**src/rtl/ir_pkg.sv**
```systemverilog
// ir_pkg: shared widths, reset PC and fetch state encoding for the instruction-word stream
package ir_pkg;
    localparam int IR_DATA_W = 16;
    localparam int IR_ADDR_W = 16;
    localparam logic [IR_ADDR_W-1:0] IR_RESET_PC = '0;
    typedef enum logic [1:0] {
        ST_IDLE,
        ST_RUN,
        ST_FLUSH
    } fetch_state_e;
endpackage

```
**src/rtl/ir_skid_reg.sv**
```systemverilog
// ir_skid_reg: one-entry holding register with capture/drain/flush (flush > capture > drain); ports clk, rst_n, capture_i, drain_i, flush_i, d_i -> q_o, valid_o
module ir_skid_reg #(
    parameter int W = 16
) (
    input  logic         clk,
    input  logic         rst_n,
    input  logic         capture_i,
    input  logic         drain_i,
    input  logic         flush_i,
    input  logic [W-1:0] d_i,
    output logic [W-1:0] q_o,
    output logic         valid_o
);
    logic [W-1:0] data_q, data_d;
    logic         valid_q, valid_d;
    always_comb begin
        data_d  = (capture_i && !flush_i) ? d_i : data_q;
        valid_d = flush_i ? 1'b0 : capture_i ? 1'b1 : drain_i ? 1'b0 : valid_q;
    end
    always_ff @(posedge clk or negedge rst_n) begin
        if (!rst_n) begin
            data_q  <= '0;
            valid_q <= 1'b0;
        end else begin
            data_q  <= data_d;
            valid_q <= valid_d;
        end
    end
    assign q_o     = data_q;
    assign valid_o = valid_q;
endmodule

```
**src/rtl/ir_fetch_ctrl.sv**
```systemverilog
// ir_fetch_ctrl: sequential instruction fetcher feeding one word per cycle, with stall skid and jump flush; ports clk, rst (async active-low), stall, i_jump, i_jump_addr, mem_rdata -> mem_addr, mem_rd_en, o_data, o_valid
module ir_fetch_ctrl
    import ir_pkg::*;
#(
    parameter int                DATA_W   = IR_DATA_W,
    parameter int                ADDR_W   = IR_ADDR_W,
    parameter logic [ADDR_W-1:0] RESET_PC = ADDR_W'(IR_RESET_PC)
) (
    input  logic              clk,
    input  logic              rst,
    input  logic              stall,
    input  logic              i_jump,
    input  logic [ADDR_W-1:0] i_jump_addr,
    output logic [ADDR_W-1:0] mem_addr,
    output logic              mem_rd_en,
    input  logic [DATA_W-1:0] mem_rdata,
    output logic [DATA_W-1:0] o_data,
    output logic              o_valid
);
    fetch_state_e      state_q, state_d;
    logic [ADDR_W-1:0] pc_q, pc_d;
    logic              pending_q;
    logic [DATA_W-1:0] data_q, data_d;
    logic              valid_q, valid_d;
    logic [DATA_W-1:0] skid_data;
    logic              skid_valid;
    logic              skid_capture, skid_drain;
    // a word still in flight when stall hits is parked in the skid; the skid gates new reads
    // so at most one word is ever outstanding
    assign mem_addr     = pc_q;
    assign mem_rd_en    = (state_q == ST_RUN) && !stall && !i_jump && !skid_valid;
    assign skid_capture = stall && !i_jump && pending_q;
    assign skid_drain   = !stall && !i_jump && skid_valid;
    ir_skid_reg #(.W(DATA_W)) u_skid (
        .clk       (clk),
        .rst_n     (rst),
        .capture_i (skid_capture),
        .drain_i   (skid_drain),
        .flush_i   (i_jump),
        .d_i       (mem_rdata),
        .q_o       (skid_data),
        .valid_o   (skid_valid)
    );
    always_comb begin
        state_d = (state_q == ST_RUN && i_jump) ? ST_FLUSH : ST_RUN;
        pc_d    = i_jump ? i_jump_addr : mem_rd_en ? pc_q + ADDR_W'(1) : pc_q;
        valid_d = i_jump ? 1'b0 : stall ? valid_q : (skid_valid || pending_q);
        data_d  = (i_jump || stall) ? data_q : skid_valid ? skid_data : pending_q ? mem_rdata : data_q;
    end
    always_ff @(posedge clk or negedge rst) begin
        if (!rst) begin
            state_q   <= ST_IDLE;
            pc_q      <= RESET_PC;
            pending_q <= 1'b0;
            data_q    <= '0;
            valid_q   <= 1'b0;
        end else begin
            state_q   <= state_d;
            pc_q      <= pc_d;
            pending_q <= mem_rd_en;
            data_q    <= data_d;
            valid_q   <= valid_d;
        end
    end
    assign o_data  = data_q;
    assign o_valid = valid_q;
endmodule
```
**config.mk**
```make
export PLATFORM = sky130hd
export DESIGN_NAME = ir_fetch_ctrl
export DESIGN_NICKNAME = d
export VERILOG_FILES = /design/src/rtl/ir_pkg.sv /design/src/rtl/ir_skid_reg.sv /design/src/rtl/ir_fetch_ctrl.sv
export SDC_FILE = /design/constraint.sdc
export NUM_CORES = 1
export LEC_CHECK = 0
export BUFFER_PORTS_ARGS = -buffer_cell sky130_fd_sc_hd__buf_2
export CELL_PAD_IN_SITES_DETAIL_PLACEMENT = 1
export CELL_PAD_IN_SITES_GLOBAL_PLACEMENT = 2
export CORE_MARGIN = 4
export CORE_UTILIZATION = 32
export CTS_CLUSTER_SIZE = 40
export DETAILED_ROUTE_END_ITERATION = 16
export PLACE_DENSITY_LB_ADDON = 0.1
export REMOVE_ABC_BUFFERS = 1
export SYNTH_ARGS = -nofsm -noshare
export SYNTH_HDL_FRONTEND = slang
export SYNTH_SLANG_ARGS = --single-unit
```
**constraint.sdc**
```tcl
create_clock -name clk -period 2.11 [get_ports clk]
set_input_delay 0.211 -clock clk [delete_from_list [all_inputs] [get_ports clk]]
set_output_delay 0.211 -clock clk [all_outputs]
set_load 0.03 [all_outputs]
```
==> Word-level counts from Yosys, hierarchy flattened <==
Index checks and enable logic that the tools add are counted.
{ "totals": {"output_inout_bits": 34, "wordCells": 39, "regBits": 53, "input_bits": 36} }
{ "op_classes": {"mux": 10, "n_bitwise": 1, "add_sub_neg": 1, "reduce_logical": 18, "eq_ne": 2} }
{ "op_table": {"columns": ["op", "n"], "rows": [
  ["2-to-1 mux 16 bit", 4],
  ["adder 16 x 1 -> 16 bit (second input constant)", 1],
  ["logical AND 1 bit", 9],
  ["2-to-1 mux 1 bit", 5],
  ["nonzero test 2 bit", 2],
  ["logical NOT 1 bit", 3],
  ["nonzero test 3 bit", 1],
  ["== test 2 x 1 -> 1 bit (second input constant)", 1],
  ["logical OR 1 bit", 2],
  ["2-to-1 mux 2 bit", 1],
  ["inequality test 2 x 1 -> 1 bit (second input constant)", 1],
  ["AND reduction 2 bit", 1],
  ["inverter 1 bit", 1]
]} }

==> Logic depth before layout (Yosys ltp) <==
Gate-level depths: netlist of the first run.
{ "logic_depth": {"word_depth": 6, "depth_mapped": 6, "mapped_depth_nobuf": 5} }

==> By module <==
A second synthesis of the first run with hierarchy kept.
{ "hier_totals": {"hier_cells": 227, "area_unflattened_um2": 2501.1} }
{ "by_module_without_submodules": {"columns": ["module", "seq_area_each_um2", "cells_each", "area_each_um2", "instances"], "rows": [
  ["ir_fetch_ctrl", 900.9, 188, 1798.0, 1],
  ["ir_skid_reg", 425.4, 39, 703.2, 1]
]} }

==> Least setup slack after synthesis of the first run <==
No wires, ideal clock.
{ "synth_timing": {"kind": "register -> register", "startpoint": "reg pc_q[0], in the netlist mem_addr[0]", "endpoint": "reg pc_q[14], in the netlist mem_addr[14]", "period_less_slack_ns": 2.028, "stages_incl_launch_ff": 6, "setup_time_ns": 0.082, "t_arrival_ns": 1.946, "path_buffers": 0, "required_ns": 2.028, "setup_slack_ns": 0.082, "cell_sequence": "dfrtp_1 -> ha_1 -> or3b_4 -> nor3_2 -> or4b_1 -> a31oi_1"} }
{ "synth_via": {"elab_chain_len": 3} }
{ "synth_lines": {"columns": ["element", "line_no", "source"], "rows": [
  ["start: declaration", "ir_fetch_ctrl.sv:21", "logic [ADDR_W-1:0] pc_q, pc_d;"],
  ["start signal: assignment", "ir_fetch_ctrl.sv:59", "pc_q <= pc_d;"],
  ["adder 16 x 1 -> 16 bit", "ir_fetch_ctrl.sv:46", "pc_d = i_jump ? i_jump_addr : mem_rd_en ? pc_q + ADDR_W'(1) : pc_q;"],
  ["2-to-1 mux 16 bit (2 in a row)", "ir_fetch_ctrl.sv:46", null]
]} }
No other way between the ends. The select of a mux whose other input is x is not followed.
A chain may end at the register's enable or synchronous reset.

==> Worst setup path after layout of the first run <==
{ "layout_timing": {"startpoint": "reg state_q[1]", "endpoint": "out mem_rd_en"} }
{ "layout_via": {"elab_chain_len": 4} }
{ "layout_lines": {"columns": ["element", "line_no", "source"], "rows": [
  ["start: declaration", "ir_fetch_ctrl.sv:20", "fetch_state_e state_q, state_d;"],
  ["start signal: assignment", "ir_fetch_ctrl.sv:58", "state_q <= state_d;"],
  ["== test 2 x 1 -> 1 bit", "ir_fetch_ctrl.sv:31", "assign mem_rd_en = (state_q == ST_RUN) && !stall && !i_jump && !skid_valid;"],
  ["logical AND 1 bit (3 in a row)", "ir_fetch_ctrl.sv:31", null],
  ["end: declaration", "ir_fetch_ctrl.sv:15", "output logic mem_rd_en,"]
]} }
No other way between the ends.

==> key figures, run 1 <==
Synth
  • Syn_area_per_cell: 11.2 um2
  • Top_reg_cell synth: dfrtp_1
  • Number of synthesized register bits: 53
  • Seq/Total Area, Yosys: 52.8%
  • Ys Warns: 0
  • Synth top area share: 52.8%
  • Mapped Cells: approximately 230
  • Area leader, netlist: dfrtp_1
  • Ys async rst share: 100%
  • Synth cell types: 47
  • Synthesized area: 0.00251 mm2
  • Top cells by area, synth: dfrtp_1 (53%), mux2i_1 (7.6%), mux2_2 (7.2%)
  • Number of synthesized flops with an enable pin: 0

Detailed routing
  • ANT nets after route: 0
  • Final WL: 6110 um
  • Pre-antenna DRT Iters: 6
  • DRC violations left: 0
  • WL/cell: 15.1 um
  • Drt initial violations: 39
  • DR vias/cell: between 4 and 5
  • Vias post-DR: around 2000

CTS
  • Clock-pin slew on the worst setup and hold paths: 0.10 ns
  • TritonCTS clock tree: done
  • Root Driver: clkbuf_8
  • H-tree depth: 2
  • Num CTS Buffers: 5
  • Clock Latency Late Sink: around 0.30 ns
  • Max Buffers Root-to-Sink: 2
  • TritonCTS Sinks: 53

Layout
  • N_diodes: 0
  • Layout cell share with drive strength beyond 1: 36.8%
  • Non-filler instance count after layout: 404
  • Commonest cells after routing, fill and taps aside: buf_2 (68), dfrtp_1 (53), nor2_1 (19), mux2i_1 (19)
  • Final layout net count: 338
  • Area growth, synth to finish: 24.5%
  • Fill cells: 891
  • Most common cell after layout, fill and taps aside: buf_2

Run
  • MaxCap Viol Count: 0

Setup path
  • CP Max Fanout: 6
  • CP most frequent cell: buf_4
  • CP delay by family, top: simple AND/OR/NAND/NOR gates
  • Buf/Inv on CP: 2
  • CP Launch Type: flip-flop
  • Max incr delay on CP: 0.58 ns
  • Arrival time at the worst endpoint: 1.82 ns
  • Worst setup EP type: output pin
  • CP Cell Sequence: or4b_1, buf_4, nor2_8, buf_4
  • Critical path type: reg2out
  • Worst EP required: 1.90 ns
  • R2r worst-path depth: 6
  • Slowest cell on the critical path: or4b_1
  • CP Depth: 4

Place
  • Port Buffers: 69
  • Placer Congestion: 0.718
  • Inst Count DP: 391
  • Worst slack at placement: roughly 0.21 ns
  • Hpwl dp: 4360 um

Global routing
  • Antenna violations before repair: 0
  • Overall Global Routing Usage: 13.6%
  • Pin count of the biggest net entering global routing: 37
  • GRT Residual Overflow: 0
  • Vias in the first global route: 2151
  • First-pass GRT wire length: about 11000 um

Power and ir drop
  • VDD IR max: approximately 0.42 mV
  • PwrDens: 910 mW/mm2
  • Overall power: between 2 and 3 mW
  • LEAKAGE: 1.38 nW

Timing
  • Max_slew headroom: 50.3%
  • Skew final: about 0.0066 ns
  • Slew @ Worst Pin: 0.745 ns
  • Final hold vios: 0
  • Final Setup Violations: 0
  • Max Freq: 494 MHz
  • RSZ-0062 raised after global routing: no
  • Final worst slack: ~0.084 ns
  • Final critical-path share of the clock period: 96.0%
  • Final Max Slew Viols: 0
  • Final min period: 2.03 ns

Die
  • Die X-Extent: 96.6 um
  • Die Y: roughly 97 um
  • Core Region: around 0.0077 mm2
  • Starting Density: 32.7%
  • Die area: 0.00933 mm2
  • IO Count: 70
  • # rows: 32

Hold path
  • Worst hold path type: in2reg
  • Hold Crit Depth: 3

Status
  • Outcome: completed
## through the flow
step	hold WS [ns]	area [um2]	setup TNS, ns	utilization, %
finish	0.114	3130	0	40.7
global route	0.107	3130	0	40.7
CTS	0.106	3100	0	40.3
detailed placement	0.332	2980	0	38.8
global placement	0.324	2980	0	38.8
floorplan	-0.0846	2450	-18.38	-
## tightest hold or removal path: stages
cell and delay [ns]:
buf_2 0.08, nand2_1 0.04, o21ai_0 0.06
## cell families (layout without fill, tap and decap cells)
kind of cell               after synthesis  in the layout  share of synthesized area, %
buffers and inverters                   20             97                          3.69
and+or+nand+nor                         71             71                          16.3
adders and majority gates                1              1                         0.498
DFF                                     53             53                          52.8
xor gates and xnor gates                 6              6                          2.09
muxes                                   36             36                          15.2
AOI/OAI and AO/OA                       38             38                          9.46
## layer usage
metal	share of wire [%]	wire length (um)	vias to the layer above	global-route usage, %
li1	-	-	956	-
met1	43	2650	962	16.7
met2	51	3110	44	23.2
met3	4.2	256	9	4.04
met4	1.5	93	0	3.78
met5	0	0	-	0
## state kept, by name (all words and copies together) (netlist names)
name and flops:
o_valid 1, u_skid.valid_o 1, mem_addr 16, o_data 16, pending_q 1, state_q 2
u_skid.q_o 16
## what timing repair did
action                                 in CTS  in global routing
pin swaps                                   0                  1
hold buffers                                1                  0
resized for setup                           1                  0
buffers inserted                            0                  4
cloned                                      0                  0
setup endpoints to repair                   1                  1
endpoints found under the hold margin      29                  0
## path summary, 6_finish.rpt
kind / slack [ns] / from / endpoint
max: 0.08 / state_q[1] / mem_rd_en
max in group asynchronous: 0.95 / rst / state_q[0]
min: 0.11 / i_jump_addr[4] / mem_addr[4]
max reg2reg: 0.13 / state_q[1] / mem_addr[11]
min in group asynchronous: 0.50 / rst / o_data[14]
min reg2reg: 0.49 / o_valid / o_valid
## final cells by class
class	instances	area, um2	share of cell area [%]
Timing Repair Buffer	82	448	14.3
Inverter	7	26.3	0.840
Tap cell	102	128	4.08
Clock inverter	2	17.5	0.560
Clock buffer	6	82.6	2.64
Sequential cell	53	1330	42.4
Multi-Input combinational cell	152	1100	35.1
## cell usage after synthesis, types with 2 or more instances
master and count:
nor2b_1 3, mux2i_1 19, a21oi_1 16, o21ai_1 5, nand3_1 8, a221o_1 2
o21ai_0 4, xnor2_1 5, clkbuf_1 6, nor4_1 2, mux2_2 16, nand4_1 5
nand2_1 16, inv_1 7, o211ai_1 2, buf_2 5, dfrtp_1 53, nor2_1 19
or4b_1 2, nor3_1 3
## power by group
group | switching, mW | internal (mW)
logic | 0.516 | 0.314
clock network | 0.348 | 0.273
registers | 0.146 | 1.25
total | 1.01 | 1.84
No activity file was read; power rests on OpenSTA's default activity.
==> run 2: changes to the inputs <==
--- a/config.mk
+++ b/config.mk
@@ -12,8 +12,10 @@
 export CORE_UTILIZATION = 32
 export CTS_CLUSTER_SIZE = 40
 export DETAILED_ROUTE_END_ITERATION = 16
+export MAX_ROUTING_LAYER = met4
 export PLACE_DENSITY_LB_ADDON = 0.1
 export REMOVE_ABC_BUFFERS = 1
+export SKIP_LAST_GASP = 1
 export SYNTH_ARGS = -nofsm -noshare
 export SYNTH_HDL_FRONTEND = slang
 export SYNTH_SLANG_ARGS = --single-unit
==> key figures, run 2 (synthesis gave the netlist of run 1 again) <==
Timing
  • Max Freq: about 490 MHz
  • Slew @ Worst Pin: 0.747 ns
  • Max_slew headroom: 50.2%
  • RSZ-0062 raised after global routing: no
  • Final worst slack: between 0.08 and 0.09 ns
  • Final Setup Violations: 0
  • Final critical-path share of the clock period: 96.0%
  • WHS: 0.114 ns
  • Final TNS setup: 0 ns
  • Final Max Slew Viols: 0
  • Final min period: 2.03 ns
  • Final hold vios: 0
  • Skew final: between 0.005 and 0.006 ns

Power and ir drop
  • Clk network pwr share: 21.8%
  • Internal Pwr Total: ~1.8 mW
  • PwrDens: between 900 and 1000 mW/mm2
  • LEAKAGE: 1.38 nW
  • VDD IR max: about 0.42 mV
  • Gate power share: between 20 and 30%
  • Share of power burned in registers: roughly 49%
  • Switching share of power: a little over a third
  • Switching pwr: between 1 and 1.5 mW

Layout
  • Commonest cells after routing, fill and taps aside: buf_2 (68), dfrtp_1 (53), nor2_1 (19), mux2i_1 (19)
  • Area of the multi-input gates: 0.00110 mm2
  • Fill cells: 891
  • N_diodes: 0
  • Design Area, Final: between 0.003 and 0.004 mm2
  • Final layout net count: 338
  • Util after Layout: 40.7%
  • Layout cell share with drive strength beyond 1: ~37%
  • Most common cell after layout, fill and taps aside: buf_2
  • Area growth, synth to finish: 24.5%
  • Storage element area: 0.00133 mm2

Die
  • # rows: 32
  • Die Y: 96.6 um
  • Die area: around 0.0093 mm2
  • Die X-Extent: 96.6 um
  • Starting Density: roughly a third
  • IO Count: 70
  • Core Region: 0.00769 mm2

Status
  • Outcome: completed

Global routing
  • Overall Global Routing Usage: 14.0%
  • First-pass GRT wire length: 10500 um
  • Antenna violations before repair: 0
  • GRT Residual Overflow: 0
  • Vias in the first global route: 2149
  • Pin count of the biggest net entering global routing: 37

Setup path
  • Critical path type: reg2out
  • CP most frequent cell: buf_4
  • CP Launch Type: flip-flop
  • Arrival time at the worst endpoint: 1.82 ns
  • CP Max Fanout: 6
  • Worst setup EP type: output pin
  • CP Cell Sequence: or4b_1, buf_4, nor2_8, buf_4
  • Slowest cell on the critical path: or4b_1
  • Worst EP required: 1.90 ns
  • Max incr delay on CP: 0.58 ns
  • R2r worst-path depth: 6

Run
  • MaxCap Viol Count: 0

Place
  • Hpwl dp: between 4000 and 5000 um
  • Worst slack at placement: 0.208 ns
  • Placer Congestion: approximately 0.73
  • DP Area: 0.00298 mm2
  • Port Buffers: approximately 70

CTS
  • Clock-pin slew on the worst setup and hold paths: 0.10 ns
  • Root Driver: clkbuf_8
  • Clock Latency Late Sink: 0.30 ns
  • TritonCTS clock tree: done
  • TritonCTS Sinks: 53
  • Max Buffers Root-to-Sink: 2
  • H-tree depth: 2
  • Num CTS Buffers: 5

Detailed routing
  • WL/cell: roughly 15 um
  • ANT nets after route: 0
  • Pre-antenna DRT Iters: 6
  • Drt initial violations: 43
  • DRC violations left: 0
  • DR vias/cell: 4.89
  • Vias post-DR: 1976
  • Final WL: 6120 um

Hold path
  • Worst hold path type: in2reg
  • Hold Crit Depth: 3
==> run 2: path summary, 6_finish.rpt <==
path / slack (ns) / from / endpoint
max: 0.08 / state_q[1] / mem_rd_en
min: 0.11 / i_jump_addr[4] / mem_addr[4]
max reg2reg: 0.13 / state_q[1] / mem_addr[11]
min reg2reg: 0.49 / o_valid / o_valid
max in group asynchronous: 0.95 / rst / state_q[0]
min in group asynchronous: 0.50 / rst / mem_addr[15]
==> run 2: repair_timing <==
item,4_1_cts,5_1_grt
hold buffers,1,0
endpoints found under the setup margin,1,1
gates resized for setup,1,0
endpoints found under the hold margin,29,0
buffers inserted,0,4
pin swaps,0,1
==> run 2: through the flow <==
step | cells | power [mW]
floorplan | 212 | 1.95
finish | 404 | 2.85
global placement | 391 | 2.23
CTS | 400 | 2.90
global route | 404 | 3.06
detailed placement | 391 | 2.25
==> run 2: cell type report <==
type / instances / share of cell area (%)
sequential: 53 / 42.4
multi-input combinational: 152 / 35.1
timing repair buffer: 82 / 14.3
tap: 102 / 4.08
clock buffer: 6 / 2.64
inverter: 7 / 0.840
clock inverter: 2 / 0.560
==> run 2: power by group through the flow <==
stage	Clock, mW	Sequential [mW]	Combinational [mW]
final	0.620	1.39	0.830
after global routing	0.719	1.43	0.903
after CTS	0.664	1.40	0.840
after detailed placement	0	1.42	0.836
after global placement	0	1.41	0.823
after floorplan	0	1.66	0.285
==> run 2: layer usage <==
metal  global-route usage [%]  part of all wire, %  up-vias
met1                     16.5                   43      967
met4                     3.78                  1.4        0
li1                         -                    -      956
met3                     4.04                  4.3        9
met2                     23.3                   51       44
met5                        -                    0        -
==> run 2: critical path: cells and delay by family, from the launching register on <==
kind                   cells  cell delay (ns)
buffers and inverters      2             0.38
flip-flops                 1             0.41
AND/OR/NAND/NOR            2             0.72
==> run 3: changes to the inputs <==
--- a/config.mk
+++ b/config.mk
@@ -6,14 +6,11 @@
 export NUM_CORES = 1
 export LEC_CHECK = 0
 export BUFFER_PORTS_ARGS = -buffer_cell sky130_fd_sc_hd__buf_2
-export CELL_PAD_IN_SITES_DETAIL_PLACEMENT = 1
-export CELL_PAD_IN_SITES_GLOBAL_PLACEMENT = 2
 export CORE_MARGIN = 4
-export CORE_UTILIZATION = 32
+export CORE_UTILIZATION = 30
 export CTS_CLUSTER_SIZE = 40
 export DETAILED_ROUTE_END_ITERATION = 16
 export MAX_ROUTING_LAYER = met4
-export PLACE_DENSITY_LB_ADDON = 0.1
 export REMOVE_ABC_BUFFERS = 1
 export SKIP_LAST_GASP = 1
 export SYNTH_ARGS = -nofsm -noshare
==> key figures, run 3 (synthesis gave the netlist of run 1 again) <==
Setup path
  • Slowest cell on the critical path: or4b_4
  • CP most frequent cell: buf_4
  • Buf/Inv on CP: 2
  • Arrival time at the worst endpoint: around 1.8 ns
  • Worst setup EP type: output pin
  • Worst EP required: between 1.5 and 2 ns
  • Max incr delay on CP: between 0.5 and 0.6 ns
  • CP Launch Type: flip-flop
  • CP Max Fanout: 9
  • CP delay by family, top: simple AND/OR/NAND/NOR gates
  • Critical path type: reg2out
  • CP Cell Sequence: or4b_4, buf_4, nor2_8, buf_4

CTS
  • Max Buffers Root-to-Sink: 2
  • TritonCTS clock tree: done
  • Num CTS Buffers: 5
  • TritonCTS Sinks: 53
  • Post-CTS Setup Bufs: 0
  • Root Driver: clkbuf_8
  • Clock-pin slew on the worst setup and hold paths: approximately 0.10 ns
  • Clock Latency Late Sink: around 0.30 ns
  • H-tree depth: 2

Power and ir drop
  • VDD IR max: 0.512 mV
  • LEAKAGE: 1.35 nW
  • PwrDens: 904 mW/mm2
  • Overall power: 2.80 mW

Detailed routing
  • Pre-antenna DRT Iters: 4
  • ANT nets after route: 0
  • DR vias/cell: between 4 and 5
  • Final WL: 5850 um
  • WL/cell: 14.5 um
  • DRC violations left: 0
  • Vias post-DR: 1961
  • Drt initial violations: 51

Timing
  • Max Freq: 498 MHz
  • RSZ-0062 raised after global routing: no
  • Final hold vios: 0
  • Final Max Slew Viols: 0
  • Final min period: 2.01 ns
  • Max_slew headroom: 56.1%
  • Final critical-path share of the clock period: 95.2%
  • Skew final: 0.00714 ns
  • Final worst slack: approximately 0.10 ns
  • Final Setup Violations: 0
  • Slew @ Worst Pin: 0.659 ns

Global routing
  • Pin count of the biggest net entering global routing: 37
  • GRT Residual Overflow: 0
  • First-pass GRT wire length: between 10000 and 15000 um
  • Overall Global Routing Usage: 12.9%
  • Antenna violations before repair: 0
  • Vias in the first global route: 2088

Die
  • IO Count: 70
  • Die area: around 0.01 mm2
  • Starting Density: 30.7%
  • # rows: 33
  • Die X-Extent: around 100 um
  • Core Region: around 0.0082 mm2
  • Die Y: 99.5 um

Layout
  • Final layout net count: 333
  • Most common cell after layout, fill and taps aside: buf_2
  • Commonest cells after routing, fill and taps aside: buf_2 (68), dfrtp_1 (53), nor2_1 (19), mux2i_1 (19)
  • Area growth, synth to finish: 23.3%
  • Layout cell share with drive strength beyond 1: 35.7%
  • N_diodes: 0

Hold path
  • Worst hold path type: in2reg

Place
  • Hpwl dp: ~4200 um
  • Worst slack at placement: roughly 0.22 ns
  • Placer Congestion: 0.769
  • Port Buffers: 69

Run
  • MaxCap Viol Count: 0

Status
  • Outcome: completed
## run 3: layout make-up
cell class	instances	area [um2]
clock buffers	6	72.6
clock inverters	2	15.0
fillers	863	5080
inverters	7	26.3
multi-input cells	152	1100
flip-flops and latches	53	1330
well taps	105	131
repair buffers	77	423
## run 3: metrics by stage
stage	instance area, um2	setup TNS, ns	utilization [%]	hold WS [ns]	std cells
floorplan	2450	-18.38	-	-0.0846	212
global placement	2990	0	36.6	0.273	393
detailed placement	2990	0	36.6	0.286	393
CTS	3090	0	37.8	0.113	402
global route	3100	0	37.9	0.101	402
finish	3100	0	37.9	0.119	402
## run 3: final timing paths
kind                           startpoint            end  slack, ns  cells past startpoint
setup / recovery               state_q[1]      mem_rd_en       0.10                      4
setup reg to reg               state_q[1]   mem_addr[11]       0.24                      5
max in group asynchronous             rst  u_skid.q_o[9]       1.07                      3
min in group asynchronous             rst   mem_addr[12]       0.47                      2
hold / removal             i_jump_addr[7]    mem_addr[7]       0.12                      3
hold reg to reg                   o_valid        o_valid       0.49                      1
## run 3: worst min-delay path: cells and delay by family
family                 cells  cell delay (ns)
buffers and inverters      1             0.07
AO/OA/AOI/OAI              1             0.06
AND/OR/NAND/NOR            1             0.04
## run 3: report_power, final
group / leakage (nW) / total [mW] / switching [mW] / internal [mW]
registers: 0.631 / 1.39 / 0.146 / 1.25
clock network: 0.0374 / 0.579 / 0.344 / 0.235
logic: 0.683 / 0.827 / 0.517 / 0.310
total: 1.35 / 2.80 / 1.01 / 1.79
## run 3: what timing repair did
| item | in CTS | in global routing |
|---|---|---|
| endpoints found under the hold margin | 25 | 0 |
| resized for setup | 1 | 1 |
| cloned | 0 | 0 |
| hold buffers | 1 | 0 |
| endpoints found under the setup margin | 1 | 1 |
## run 3: per-layer routing
layer	wire length [um]	track usage, %	share of wire, %
met3	376	3.02	6.4
met4	32	2.21	0.55
met1	2710	17.3	46
met5	0	-	0
met2	2730	20.2	47
